--- src/rtl/pipeline_ctrl_if.sv ---
`default_nettype none
// ============================================================================
// Module   : pipeline_ctrl_if
// Brief    : Request/response bundle between the pipeline stages and the
//            stall/flush scheduler.
// Revision : 1.0  initial release
// ============================================================================
interface pipeline_ctrl_if #(
    parameter int ADDR_W = 32,
    parameter int CNT_W  = 32
);
    logic              inst_stall_req;
    logic              id_stall_req;
    logic              exe_stall_req;
    logic              data_stall_req;
    logic              inst_busy;
    logic              excep_valid;
    logic [ADDR_W-1:0] excep_target;
    logic              perf_clr;

    logic [3:0]        stall;
    logic              exception;
    logic              discard_fetch;
    logic              redirect_valid;
    logic [ADDR_W-1:0] redirect_pc;
    logic [CNT_W-1:0]  stall_cycles;

    // Pipeline side: raises requests, consumes stall/flush controls
    modport master (
        output inst_stall_req, id_stall_req, exe_stall_req, data_stall_req,
        output inst_busy, excep_valid, excep_target, perf_clr,
        input  stall, exception, discard_fetch, redirect_valid, redirect_pc,
        input  stall_cycles
    );

    // Scheduler side
    modport slave (
        input  inst_stall_req, id_stall_req, exe_stall_req, data_stall_req,
        input  inst_busy, excep_valid, excep_target, perf_clr,
        output stall, exception, discard_fetch, redirect_valid, redirect_pc,
        output stall_cycles
    );
endinterface
`default_nettype wire

--- src/rtl/pipeline_ctrl.sv ---
`default_nettype none
// ============================================================================
// Module   : pipeline_ctrl
// Brief    : Stall merge, exception flush sequencing and stall-cycle counter
//            for the 5-stage pipeline. All outputs registered.
// Revision : 1.0  initial release
// ============================================================================
module pipeline_ctrl #(
    parameter int ADDR_W = 32,
    parameter int CNT_W  = 32
) (
    input  wire logic       clk,
    input  wire logic       rst,
    pipeline_ctrl_if.slave  bus
);

    typedef enum logic [1:0] {
        RUN        = 2'd0,
        FLUSH_WAIT = 2'd1,
        REDIRECT   = 2'd2
    } state_t;

    localparam logic [CNT_W-1:0] C_CNT_MAX = '1;

    state_t            r_state;
    state_t            w_state_nxt;
    logic [3:0]        r_stall;
    logic [3:0]        w_stall_nxt;
    logic              r_exception;
    logic              w_exception_nxt;
    logic              r_discard;
    logic              w_discard_nxt;
    logic              r_redirect_valid;
    logic              w_redirect_valid_nxt;
    logic [ADDR_W-1:0] r_redirect_pc;
    logic [ADDR_W-1:0] w_redirect_pc_nxt;
    logic [CNT_W-1:0]  r_stall_cycles;
    logic              w_accept;

    // A data access in flight must complete before the exception can commit
    assign w_accept = bus.excep_valid && !bus.data_stall_req;

    always_comb begin
        w_state_nxt          = r_state;
        w_stall_nxt          = 4'b0000;
        w_exception_nxt      = 1'b0;
        w_discard_nxt        = 1'b0;
        w_redirect_valid_nxt = 1'b0;
        w_redirect_pc_nxt    = r_redirect_pc;
        case (r_state)
            RUN: begin
                if (w_accept) begin
                    w_exception_nxt   = 1'b1;
                    w_redirect_pc_nxt = bus.excep_target;
                    w_state_nxt       = bus.inst_busy ? FLUSH_WAIT : REDIRECT;
                end else if (bus.data_stall_req) begin
                    w_stall_nxt = 4'b1111;
                end else if (bus.exe_stall_req) begin
                    w_stall_nxt = 4'b0111;
                end else if (bus.id_stall_req) begin
                    w_stall_nxt = 4'b0011;
                end else if (bus.inst_stall_req) begin
                    w_stall_nxt = 4'b0001;
                end
            end
            FLUSH_WAIT: begin
                if (bus.inst_busy) begin
                    w_stall_nxt   = 4'b0001;
                    w_discard_nxt = 1'b1;
                end else begin
                    w_state_nxt = REDIRECT;
                end
            end
            REDIRECT: begin
                w_redirect_valid_nxt = 1'b1;
                w_state_nxt          = RUN;
            end
            default: begin
                w_state_nxt = RUN;
            end
        endcase
    end

    always_ff @(posedge clk or posedge rst) begin
        if (rst) begin
            r_state          <= RUN;
            r_stall          <= 4'b0000;
            r_exception      <= 1'b0;
            r_discard        <= 1'b0;
            r_redirect_valid <= 1'b0;
            r_redirect_pc    <= '0;
        end else begin
            r_state          <= w_state_nxt;
            r_stall          <= w_stall_nxt;
            r_exception      <= w_exception_nxt;
            r_discard        <= w_discard_nxt;
            r_redirect_valid <= w_redirect_valid_nxt;
            r_redirect_pc    <= w_redirect_pc_nxt;
        end
    end

    // Counts cycles in which the issued stall vector is non-zero
    always_ff @(posedge clk or posedge rst) begin
        if (rst) begin
            r_stall_cycles <= '0;
        end else if (bus.perf_clr) begin
            r_stall_cycles <= '0;
        end else if ((r_stall != 4'b0000) && (r_stall_cycles != C_CNT_MAX)) begin
            r_stall_cycles <= r_stall_cycles + 1'b1;
        end
    end

    assign bus.stall          = r_stall;
    assign bus.exception      = r_exception;
    assign bus.discard_fetch  = r_discard;
    assign bus.redirect_valid = r_redirect_valid;
    assign bus.redirect_pc    = r_redirect_pc;
    assign bus.stall_cycles   = r_stall_cycles;

endmodule
`default_nettype wire

--- src/flat_wrapper.sv ---
// flat-port wrapper written by rule: the top's interface ports become plain ports
module pipeline_ctrl_flat 
#(
    parameter int ADDR_W = 32,
    parameter int CNT_W  = 32
)
  (clk, rst, bus_inst_stall_req, bus_id_stall_req, bus_exe_stall_req, bus_data_stall_req, bus_inst_busy, bus_excep_valid, bus_excep_target, bus_perf_clr, bus_stall, bus_exception, bus_discard_fetch, bus_redirect_valid, bus_redirect_pc, bus_stall_cycles);
  pipeline_ctrl_if #(.ADDR_W(ADDR_W), .CNT_W(CNT_W)) bus_i ();
  input  wire logic clk;
  input  wire logic rst;
  input wire logic [$bits(bus_i.inst_stall_req)-1:0] bus_inst_stall_req;
  input wire logic [$bits(bus_i.id_stall_req)-1:0] bus_id_stall_req;
  input wire logic [$bits(bus_i.exe_stall_req)-1:0] bus_exe_stall_req;
  input wire logic [$bits(bus_i.data_stall_req)-1:0] bus_data_stall_req;
  input wire logic [$bits(bus_i.inst_busy)-1:0] bus_inst_busy;
  input wire logic [$bits(bus_i.excep_valid)-1:0] bus_excep_valid;
  input wire logic [$bits(bus_i.excep_target)-1:0] bus_excep_target;
  input wire logic [$bits(bus_i.perf_clr)-1:0] bus_perf_clr;
  output wire logic [$bits(bus_i.stall)-1:0] bus_stall;
  output wire logic [$bits(bus_i.exception)-1:0] bus_exception;
  output wire logic [$bits(bus_i.discard_fetch)-1:0] bus_discard_fetch;
  output wire logic [$bits(bus_i.redirect_valid)-1:0] bus_redirect_valid;
  output wire logic [$bits(bus_i.redirect_pc)-1:0] bus_redirect_pc;
  output wire logic [$bits(bus_i.stall_cycles)-1:0] bus_stall_cycles;
  assign bus_i.inst_stall_req = bus_inst_stall_req;
  assign bus_i.id_stall_req = bus_id_stall_req;
  assign bus_i.exe_stall_req = bus_exe_stall_req;
  assign bus_i.data_stall_req = bus_data_stall_req;
  assign bus_i.inst_busy = bus_inst_busy;
  assign bus_i.excep_valid = bus_excep_valid;
  assign bus_i.excep_target = bus_excep_target;
  assign bus_i.perf_clr = bus_perf_clr;
  assign bus_stall = bus_i.stall;
  assign bus_exception = bus_i.exception;
  assign bus_discard_fetch = bus_i.discard_fetch;
  assign bus_redirect_valid = bus_i.redirect_valid;
  assign bus_redirect_pc = bus_i.redirect_pc;
  assign bus_stall_cycles = bus_i.stall_cycles;
  pipeline_ctrl #(.ADDR_W(ADDR_W), .CNT_W(CNT_W)) u_core (.clk(clk), .rst(rst), .bus(bus_i));
endmodule
--- config.mk ---
export PLATFORM = sky130hd
export DESIGN_NAME = pipeline_ctrl_flat
export DESIGN_NICKNAME = d
export VERILOG_FILES = /design/src/rtl/pipeline_ctrl_if.sv /design/src/rtl/pipeline_ctrl.sv /design/src/flat_wrapper.sv
export SDC_FILE = /design/constraint.sdc
export NUM_CORES = 1
export LEC_CHECK = 0
export CAP_MARGIN = 10
export CORE_ASPECT_RATIO = 0.7
export CORE_MARGIN = 10
export CORE_UTILIZATION = 40
export CTS_BUF_LIST = sky130_fd_sc_hd__clkbuf_8 sky130_fd_sc_hd__clkbuf_16
export DETAILED_ROUTE_END_ITERATION = 8
export GPL_ROUTABILITY_DRIVEN = 1
export PLACE_DENSITY = 0.78
export SETUP_SLACK_MARGIN = 0.5
export SLEW_MARGIN = 5
export SYNTH_ARGS = -nofsm -noshare
export SYNTH_HDL_FRONTEND = slang
export SYNTH_SLANG_ARGS = --single-unit
--- constraint.sdc ---
create_clock -name clk -period 4.4 [get_ports clk]
set_clock_uncertainty 0.2 [all_clocks]
set_input_delay 0.88 -clock clk [delete_from_list [all_inputs] [get_ports clk]]
set_output_delay 0.88 -clock clk [all_outputs]
set_load 0.03 [all_outputs]
Word-level counts from Yosys, hierarchy flattened --
Cells that the tools add are included.
Storage, ports and cells: output and inout bits 71, bits in registers 73
Cells by class: equality and inequality tests 5, reduce and logical (&&, ||, !) cells 8, multiplexer cells 18, add/sub/neg operators 1
Operators with widths (number):
- $mux W32 | 2
- $add A32 B1 Y32 const B | 1
- $ne A32 B32 Y1 const B | 1
- $mux W4 | 4
- $pmux W4 S2 | 1
- $mux W1 | 7
- $mux W2 | 3
- $pmux W2 S2 | 1
- $reduce_and A2 Y1 | 2
- $reduce_bool A4 Y1 | 1
- $eq A2 B1 Y1 const B | 1
- $eq A2 B2 Y1 const B | 1
- $logic_and A1 B1 Y1 | 2
- $logic_not A2 Y1 | 1
- $ne A2 B1 Y1 const B | 1
- $ne A2 B2 Y1 const B | 1
- $reduce_bool A2 Y1 | 1
- $logic_not A1 Y1 | 1

Logic depth before layout (Yosys ltp) --
Gate-level depths: netlist (run 1).
depth in word-level cells 6, depth in mapped cells 8, gate-level depth less buffers 6

Least setup slack after synthesis (run 1) --
No wires, ideal clock.
path kind input port to flip-flop, start point input bus_data_stall_req, end point register u_core.r_redirect_pc[10], in the netlist u_core.bus.redirect_pc[10], required time 4075 ps, stages on the path 4, path slack 1839 ps, path buffers 1, arrival time 2236 ps, path through nand2b_1 > nor3_1 > clkbuf_1 > mux2_2
On the way: cells in the longest elaborated chain, start to end 3
Ends and longest elaborated chain:
- from (decl) | RTL line flat_wrapper.sv:14 | input wire logic [$bits(bus_i.data_stall_req)-1:0] bus_data_stall_req;
- $logic_not A1 Y1 | RTL line pipeline_ctrl.sv:41 | assign w_accept = bus.excep_valid && !bus.data_stall_req;
- $logic_and A1 B1 Y1 | RTL line pipeline_ctrl.sv:41
- $reduce_and A2 Y1 (no line)
- to (signal assigned) | RTL line pipeline_ctrl.sv:98 | r_redirect_pc <= w_redirect_pc_nxt;
- to (decl) | RTL line pipeline_ctrl.sv:35 | logic [ADDR_W-1:0] r_redirect_pc;
No other way between the ends. A chain may end at the register's enable or synchronous reset.

Final worst setup path (run 1) --
start point register u_core.r_stall_cycles[0], in the netlist u_core.bus.stall_cycles[0], end point register u_core.r_stall_cycles[25], in the netlist u_core.bus.stall_cycles[25]
On the way: cells in the longest elaborated chain, start to end 3
Ends and longest elaborated chain:
- from (decl) | RTL line pipeline_ctrl.sv:37 | logic [CNT_W-1:0] r_stall_cycles;
- from (signal assigned) | RTL line pipeline_ctrl.sv:109 | r_stall_cycles <= r_stall_cycles + 1'b1;
- $add A32 B1 Y32 or $ne A32 B32 Y1 (tied branches) | RTL line pipeline_ctrl.sv:109, pipeline_ctrl.sv:108
- $mux W32 or $logic_and A1 B1 Y1 (tied branches) | RTL line pipeline_ctrl.sv:108 | end else if ((r_stall != 4'b0000) && (r_stall_cycles != C_CNT_MAX)) begin
- $mux W32 or $reduce_bool A2 Y1 (tied branches)
Several ways; a longest one is shown, not always the timed one. The select of a mux whose other input is x is not followed.

==> reports/summary.txt, run 1 <==
Final worst path period share = 63.4%
Critical-path cell list = ha_1 > and4_1 > and4_1 > a31o_2 > nor4_1 > mux2_2
Syn avg cell area = 11.2 um^2
Register area = 1830 um^2
Outcome = finished, final reports clean
Multi-input gate area = 1400 um^2
I/O pin cnt = 112
Critical path's most frequent cell = and4_1
Worst r2r path cells = 6
Crit Path Max Fanout = 42
Fin. Hold Viols = 0
CP required = 4.41 ns
Hold Crit Depth = 1
Setup TNS = 0 ns
Clock latency on the worst-skew pair = 0.32 ns
Post-CTS Setup Inserts = 0
Power Total = 2.06 mW
Top-area cell type share of the netlist area = 55.1%
CTS Buffer Depth = 2
Final Non-Filler Cells = 516
GPL Wtd Cong = 0.927
Worst Max-Slew Pin Slew = 0.726 ns
Crit end category = flop
Average vias per placed instance = 5.53
Min Clock Period, post-route = 2.79 ns
RSZ-0062 raised after global routing = no
Site row count = 27
Vias in the first global route = 2843
Clock tree sinks = 73
Syn-to-layout area delta = 45.3%
DR WL/cell = 18.2 um
CTS root buf = clkbuf_16
Hold Crit Class = reg -> reg
Startpoint Class = flop
VDD IR max = 0.000208 V
Layout cells sized above 1 = 15.4%
Antenna cells = 0
Die Ht = 96.2 um
Initial DRT Pass Iterations = 5
Slowest CP cell = a31o_2
Num CTS Buffers = 9
Max stage delay on crit path = 0.48 ns
I/O Buffers = 111
PwrDens = 427 nW/um^2
Slew margin rel. = 51.2%
Tot GR Track Use = 15.5%
Post-Syn Instances = 296
# DRC = 0
Pins Over Slew Limit = 0
Most frequent cells in the layout = clkdlybuf4s50_1 (111), dfrtp_1 (73), mux2_2 (34)
Global-route wire length before repair = 15200 um
Layout fillers = 674
Die width = 129 um
#FFs+latches synth = 73
PostCTS Resize Cnt = 0
Fmax achieved = 359 MHz
Synth top area cells = dfrtp_1 (55%), mux2_2 (12%), a21oi_1 (3.9%)
Sequential share of the synthesized area = 55.1%
P_leak = 1.85 nW
Unique cell type count in the Yosys netlist = 40
Hold_buf cts = 0
Max Cap Viol = 0
Via count = 2856
Starting DRT DRC Count = 287
GR Overflow Total = 0
Largest net degree at the start of global routing = 55
Post-DP HPWL = 6980 um
H-tree depth = 3
Core area = 7970 um^2
Nets = 453
DRT Wirelength = 9390 um
Crit path kind = reg -> reg
CP arrival = 2.80 ns
Placed cell count = 500
Final ANT Viol Nets = 0
TritonCTS clock tree = yes
Hold Slack = 0.307 ns
Post-synthesis instance area = 3320 um^2
Warnings from Yosys = 0
Worst-path clk slew = 0.06 ns
Synth area leader = dfrtp_1
Syn nets = 338
Die Footprint = 12400 um^2
Most common cell after layout, fill and taps aside = clkdlybuf4s50_1
Initial antenna violation count = 0
Starting density of the core = 41.6%
Final setup fails = 0
==> cells in the mapped netlist (all sizes together) <==
cell type,instances
xnor2,2
o31a,1
a31oi,1
a21oi,26
nor4b,1
dfrtp,73
nor3,5
xor2,1
nor2b,3
a211oi,1
inv,9
and4,8
nor2,8
nand4,9
nand2b,2
dlygate4sd3,1
nor4,5
clkbuf,9
o21a,1
nand3b,1
o31ai,14
or2,2
nand2,20
a31o,1
o21ai,12
buf,2
a211o,1
mux2,34
or3,14
or4,13
ha,1
nand3,11
nor3b,2
and2,2
==> area by class of cell <==
| class | instances | share of cell area, % |
|---|---|---|
| inverters | 9 | 0.701 |
| multi-input cells | 202 | 29.0 |
| flip-flops and latches | 73 | 37.9 |
| well taps | 101 | 2.62 |
| clock buffers | 9 | 4.67 |
| repair buffers | 116 | 24.1 |
| clock inverters | 6 | 1.09 |
==> metal layers <==
metal	vias up	routed length, um	GRT usage [%]
met3	6	938	6.81
met1	1401	4100	19.7
met4	0	79	5.19
met5	-	0	0
met2	111	4280	23.1
li1	1338	-	-
==> power breakdown <==
group / total (mW) / switching, mW / internal, mW
Combinational: 0.553 / 0.298 / 0.254
Sequential: 0.815 / 0.0531 / 0.762
Clock: 0.691 / 0.263 / 0.428
==> metrics by stage <==
step                area, um^2  util, %  setup slack [ns]
floorplan                 3320        -              1.47
global placement          4520     56.7              1.64
detailed placement        4520     56.7              1.60
CTS                       4800     60.2              1.67
global route              4820     60.5              1.47
finish                    4820     60.5              1.61
==> worst max-delay path: cells and delay by family, from the launching register on <==
kind                       cells  cell delay [ns]
and+or+nand+nor                3             0.90
AOI/OAI and AO/OA              1             0.48
DFF                            1             0.44
muxes                          1             0.38
adders and majority gates      1             0.26
==> sequential cells by signal, indices dropped and copies added (netlist names) <==
register                   flops
u_core.bus.stall               4
u_core.bus.exception           1
u_core.bus.discard_fetch       1
u_core.r_state                 2
u_core.bus.redirect_pc        32
u_core.bus.stall_cycles       32
u_core.bus.redirect_valid      1
==> cells by family after synthesis <==
group                    Yosys count  share of synthesized area, %
AO/OA/AOI/OAI                     58                          10.3
XOR/XNOR                           3                         0.792
adder cells (fa/ha/maj)            1                         0.377
buffers and inverters             21                          3.02
flip-flops                        73                          55.1
multiplexers                      34                          11.5
AND/OR/NAND/NOR                  106                          18.9
==> worst paths after layout <==
| path | from | endpoint | slack [ns] |
|---|---|---|---|
| setup reg to reg | u_core.bus.stall_cycles[0]$_DFFE_PP0P_ | u_core.bus.stall_cycles[25]$_DFFE_PP0P_ | 1.61 |
| setup / recovery | u_core.bus.stall_cycles[0]$_DFFE_PP0P_ | u_core.bus.stall_cycles[25]$_DFFE_PP0P_ | 1.61 |
| hold reg to reg | u_core.bus.redirect_pc[5]$_DFFE_PP0P_ | u_core.bus.redirect_pc[5]$_DFFE_PP0P_ | 0.31 |
| max in group asynchronous | rst | u_core.bus.stall_cycles[18]$_DFFE_PP0P_ | 2.59 |
| hold / removal | u_core.bus.redirect_pc[5]$_DFFE_PP0P_ | u_core.bus.redirect_pc[5]$_DFFE_PP0P_ | 0.31 |
| min in group asynchronous | rst | u_core.bus.stall[3]$_DFF_PP0_ | 0.64 |
Note: power is estimated with default switching activity, not from simulation.
==> inputs of run 2 (changes only) <==
clock period = 2.76 ns   (was 4.4 ns; I/O delays follow)
==> run 2 against run 1 <==
Clock power rose by 91%. Core utilization increased by 6.1 points. Combinational power rose by 72%. Critical path depth unchanged. Critical endpoint is now u_core.bus.stall_cycles[19]$_DFFE_PP0P_. Sequential share of layout area down 3.1 points. Die area unchanged. Via count rose by 8.5%. Sequential power increased by 60%. Register-to-register slack worse by 1.1 ns. First-iteration DRC count down 28%. Final cell count increased by 5.2%. Highest routed layer unchanged. Count of clock-buffer cells in the layout unchanged.
==> reports/summary.txt, run 2 (synthesis gave the netlist of run 1 again) <==
Outcome = finished, final reports clean
Slew margin rel. = 57.7%
Site row count = 27
Pins Over Slew Limit = 0
Setup TNS = 0 ns
Initial antenna violation count = 0
Critical-path cell list = ha_4 > and4_1 > and4_4 > a31o_4 > or4_1 > a21oi_2
CP required = 2.82 ns
Final worst path period share = 82.0%
RSZ-0062 raised after global routing = yes
Layout fillers = 581
VDD IR max = 0.000618 V
CTS root buf = clkbuf_16
Clock tree sinks = 73
Worst Max-Slew Pin Slew = 0.632 ns
Post-DP HPWL = 7380 um
Max Cap Viol = 0
Num CTS Buffers = 9
Via count = 3099
TritonCTS clock tree = yes
Layout cells sized above 1 = 29.2%
Post-layout util = 66.6%
Hold Crit Class = reg -> reg
Slowest CP cell = or4_1
Die Ht = 96.2 um
Most common cell after layout, fill and taps aside = clkdlybuf4s50_1
Initial DRT Pass Iterations = 4
Largest net degree at the start of global routing = 32
GR Overflow Total = 0
Starting density of the core = 41.6%
Worst-path clk slew = 0.06 ns
I/O pin cnt = 112
Tot GR Track Use = 17.5%
Fin. Hold Viols = 0
Final ANT Viol Nets = 0
Min Clock Period, post-route = 2.26 ns
PwrDens = 674 nW/um^2
GPL Wtd Cong = 0.847
CTS Buffer Depth = 2
Max stage delay on crit path = 0.50 ns
Crit path kind = reg -> reg
# DRC = 0
H-tree depth = 3
Vias in the first global route = 3121
CP arrival = 2.32 ns
DRT Wirelength = 11200 um
I/O Buffers = 111
Clock latency on the worst-skew pair = 0.34 ns
Most frequent cells in the layout = clkdlybuf4s50_1 (100), dfrtp_1 (57), mux2_2 (34)
Startpoint Class = flop
P_leak = 2.15 nW
Global-route wire length before repair = 16800 um
Fmax achieved = 442 MHz
DR WL/cell = 20.6 um
Antenna cells = 0
Die width = 129 um
Crit end category = flop
Syn-to-layout area delta = 59.9%
Core area = 7970 um^2
Crit Path Max Fanout = 7
Die Footprint = 12400 um^2
Final setup fails = 0
Average vias per placed instance = 5.71
Starting DRT DRC Count = 206
Nets = 479
-- run 2: changes by cell type in the layout (fill, tap and decap cells not counted), sizes merged, moves of 2 or more --
cell           change
a31o               +4
buf               +22
bufinv             +2
clkdlybuf4s50     -11
dlygate4sd2        +6
dlymetal6s2s       +5
-- run 2: final timing paths --
path,slack (ns),cells past startpoint,from,to
setup / recovery,0.50,6,u_core.bus.stall_cycles[1]$_DFFE_PP0P_,u_core.bus.stall_cycles[19]$_DFFE_PP0P_
hold / removal,0.31,1,u_core.bus.redirect_pc[3]$_DFFE_PP0P_,u_core.bus.redirect_pc[3]$_DFFE_PP0P_
setup reg to reg,0.50,6,u_core.bus.stall_cycles[1]$_DFFE_PP0P_,u_core.bus.stall_cycles[19]$_DFFE_PP0P_
hold reg to reg,0.31,1,u_core.bus.redirect_pc[3]$_DFFE_PP0P_,u_core.bus.redirect_pc[3]$_DFFE_PP0P_
max in group asynchronous,1.28,3,rst,u_core.bus.redirect_pc[29]$_DFFE_PP0P_
min in group asynchronous,0.44,2,rst,u_core.bus.redirect_pc[12]$_DFFE_PP0P_
-- run 2: where the power goes --
part | switching [mW] | internal [mW]
combinational | 0.513 | 0.437
clock | 0.448 | 0.876
sequential | 0.0861 | 1.22
total | 1.05 | 2.53
-- run 2: final cells by class --
| cell class | count | area (um^2) | share of cell area [%] |
|---|---|---|---|
| multi-input combinational | 206 | 1610 | 30.4 |
| clock buffer | 9 | 225 | 4.24 |
| inverter | 9 | 37.5 | 0.707 |
| tap | 101 | 126 | 2.38 |
| clock inverter | 7 | 111 | 2.10 |
| sequential | 73 | 1850 | 34.8 |
| timing repair buffer | 138 | 1350 | 25.4 |
-- run 2: worst max-delay path: cells and delay by family, from the launching register on --
| kind | cells | cell delay (ns) |
|---|---|---|
| and+or+nand+nor | 3 | 0.95 |
| DFF | 1 | 0.45 |
| adders and majority gates | 1 | 0.18 |
| AOI/OAI and AO/OA | 2 | 0.41 |
-- run 2: repair_timing --
| item | CTS | global route |
|---|---|---|
| setup buffers | 4 | 14 |
| cloned | 3 | 1 |
| gates resized for setup | 12 | 31 |
| endpoints found under the setup margin | 21 | 35 |
| pin swaps | 2 | 8 |
| hold buffers | 0 | 0 |
-- run 2: metal layers --
metal  part of all wire (%)  global-route usage (%)  wire [um]
met1                     37                    18.7       4100
met2                     46                    27.5       5120
met3                     16                    12.2       1780
met4                    1.8                    5.47        203
met5                      0                       0          0
-- run 2: metrics by stage --
stage	total power [mW]	hold slack [ns]	area [um^2]	std cells	setup slack [ns]
global route	3.72	0.323	5310	543	0.446
detailed placement	2.24	0.294	4650	505	0.394
global placement	2.22	0.287	4650	505	0.402
floorplan	1.80	0.267	3390	296	0.453
finish	3.58	0.307	5310	543	0.497
CTS	3.60	0.312	5060	528	0.458
==> inputs of run 3 (changes only) <==
clock period = 2.09 ns   (was 2.76 ns; I/O delays follow)
==> run 3 against run 2 <==
The run now ends with setup timing left. Count of clock-buffer cells in the layout is the same. Final cell count grew 13%. Core utilization grew 10 points. Critical path depth rose by 1. Die area did not move. Sequential cell count stayed put. Non-clock buffer count rose by 70. Register-to-register slack got worse by 0.65 ns. Highest routed layer unchanged. Hold slack got worse by 0.042 ns. Largest cell class is now non-clock buffers. Wire length grew 12%. Maximum frequency is 0.85% higher. Combinational power is 37% higher.
==> reports/summary.txt, run 3 (synthesis gave the netlist of run 1 again) <==
Outcome = finished with violations
Failing checks = setup timing
Nets = 547
Critical path's most frequent cell = and4_4
Crit end category = flop
Fin. Hold Viols = 0
Worst Max-Slew Pin Slew = 0.470 ns
CP arrival = 2.30 ns
Slowest CP cell = dfrtp_2
Critical-path cell list = ha_4 > and4_4 > and4_4 > a31o_4 > buf_12 > or4_4 > a21oi_2
Final setup fails = 21
Final ANT Viol Nets = 0
Clock tree sinks = 73
Pins Over Slew Limit = 0
H-tree depth = 3
DR WL/cell = 20.5 um
PwrDens = 739 nW/um^2
Final worst setup slack = -0.154 ns
Pint = 3.10 mW
Clock latency on the worst-skew pair = 0.34 ns
Sw frac = 31.4%
Initial DRT Pass Iterations = 5
RSZ-0062 raised after global routing = yes
Layout cells sized above 1 = 59.2%
Worst r2r path cells = 7
I/O pin cnt = 112
Layout fillers = 521
Slew margin rel. = 68.6%
Sequential share of power = 38.3%
Power Total = 4.51 mW
Num CTS Buffers = 9
Most common cell after layout, fill and taps aside = buf_6
Comb power frac = 28.7%
Sw Pwr = 1.42 mW
Site row count = 27
Fmax achieved = 446 MHz
Worst-path clk slew = 0.06 ns
Post-DP HPWL = 8230 um
I/O Buffers = 111
DRT Wirelength = 12500 um
Via count = 3374
Core area = 7970 um^2
Starting density of the core = 41.6%
GPL Wtd Cong = 0.936
GR Overflow Total = 0
P_leak = 2.65 nW
Startpoint Class = flop
# DRC = 0
CTS Buffer Depth = 2
Worst r2r src = u_core.bus.stall_cycles[1]$_DFFE_PP0P_
Hold Slack = 0.265 ns
Pre-CTS setup slack = -0.204 ns
Hold Crit Class = in -> async
TritonCTS clock tree = yes
R2r endpoint = u_core.bus.stall_cycles[6]$_DFFE_PP0P_
Reg2reg setup slack = -0.15 ns
Crit Path Max Fanout = 7
Setup TNS = -1.70 ns
Tot GR Track Use = 19.4%
Average vias per placed instance = 5.52
CTS root buf = clkbuf_16
Die Ht = 96.2 um
Initial antenna violation count = 0
Most frequent cells in the layout = buf_6 (70), buf_4 (53), dfrtp_1 (42)
Crit path kind = reg -> reg
Post-layout util = 76.6%
Largest net degree at the start of global routing = 31
Global-route wire length before repair = 18800 um
Min Clock Period, post-route = 2.24 ns
Antenna cells = 0
Vias in the first global route = 3523
Max stage delay on crit path = 0.43 ns
Clock power frac = 33.0%
Die Footprint = 12400 um^2
Final worst path period share = 107%
Syn-to-layout area delta = 84.1%
Starting DRT DRC Count = 289
Die width = 129 um
Max Cap Viol = 0
CP required = 2.15 ns
VDD IR max = 0.000526 V
run 3: changes by cell type in the layout (fill, tap and decap cells not counted), sizes merged:
cell,previous run,this run
bufinv,3,1
clkdlybuf4s50,100,38
clkinv,2,3
dlymetal6s2s,5,0
dlygate4sd2,6,1
clkdlybuf4s15,0,1
a31o,5,3
clkbuf,9,10
inv,10,11
buf,27,167
run 3: critical path, delay by kind of cell, from the launching register on:
family          cells  cell delay [ns]
buf+inv             1             0.14
simple gates        3             0.76
compound gates      2             0.45
flops               1             0.43
fa+ha+maj           1             0.17
run 3: worst max path at each step:
stage	slack [ns]	end	cells after the start	startpoint
global placement	-0.10	u_core.bus.stall_cycles[23]$_DFFE_PP0P_	7	u_core.bus.stall_cycles[1]$_DFFE_PP0P_
global route	-0.19	u_core.bus.stall_cycles[6]$_DFFE_PP0P_	7	u_core.bus.stall_cycles[1]$_DFFE_PP0P_
finish	-0.15	u_core.bus.stall_cycles[6]$_DFFE_PP0P_	7	u_core.bus.stall_cycles[1]$_DFFE_PP0P_
floorplan	-0.26	u_core.bus.stall_cycles[25]$_DFFE_PP0P_	7	u_core.bus.stall_cycles[0]$_DFFE_PP0P_
CTS	-0.12	u_core.bus.stall_cycles[22]$_DFFE_PP0P_	7	u_core.bus.stall_cycles[1]$_DFFE_PP0P_
detailed placement	-0.20	u_core.bus.stall_cycles[27]$_DFFE_PP0P_	5	u_core.bus.stall_cycles[1]$_DFFE_PP0P_
run 3: metal layers:
layer / global-route usage, % / vias up / part of all wire, %
met5: 0 / - / 0
met4: 7.45 / 0 / 1.4
met3: 7.41 / 20 / 8.8
met2: 31.3 / 145 / 48
met1: 23.2 / 1675 / 42
li1: - / 1534 / -
run 3: cell type report:
cell class                 count  area (um^2)  area share (%)
clock buffer                   9          225            3.69
clock inverter                 7         56.3           0.922
inverter                       9         37.5           0.614
multi-input combinational    204         1840            30.1
sequential                    73         1870            30.5
tap                          101          126            2.07
timing repair buffer         208         1960            32.1
run 3: power groups by stage:
stage | combinational [mW] | clock, mW | sequential, mW
2_1_floorplan | 0.382 | 0 | 2.12
3_3_place_gp | 1.34 | 0 | 1.74
3_5_place_dp | 1.36 | 0 | 1.75
4_1_cts | 1.28 | 1.51 | 1.73
5_1_grt | 1.37 | 1.57 | 1.75
6_report | 1.30 | 1.49 | 1.73
run 3: repair_timing:
| action | in CTS | in global routing |
|---|---|---|
| setup endpoints to repair | 135 | 100 |
| pin swaps | 27 | 21 |
| setup buffers | 18 | 10 |
| hold endpoints to repair | 0 | 0 |
| cloned | 4 | 1 |
| gates resized for setup | 476 | 46 |
| hold buffers | 0 | 0 |
run 3: per-stage QoR:
stage | cells | instance area (um^2)
2_1_floorplan | 296 | 3640
3_3_place_gp | 562 | 5300
3_5_place_dp | 562 | 5300
4_1_cts | 600 | 5870
5_1_grt | 611 | 6110
6_report | 611 | 6110
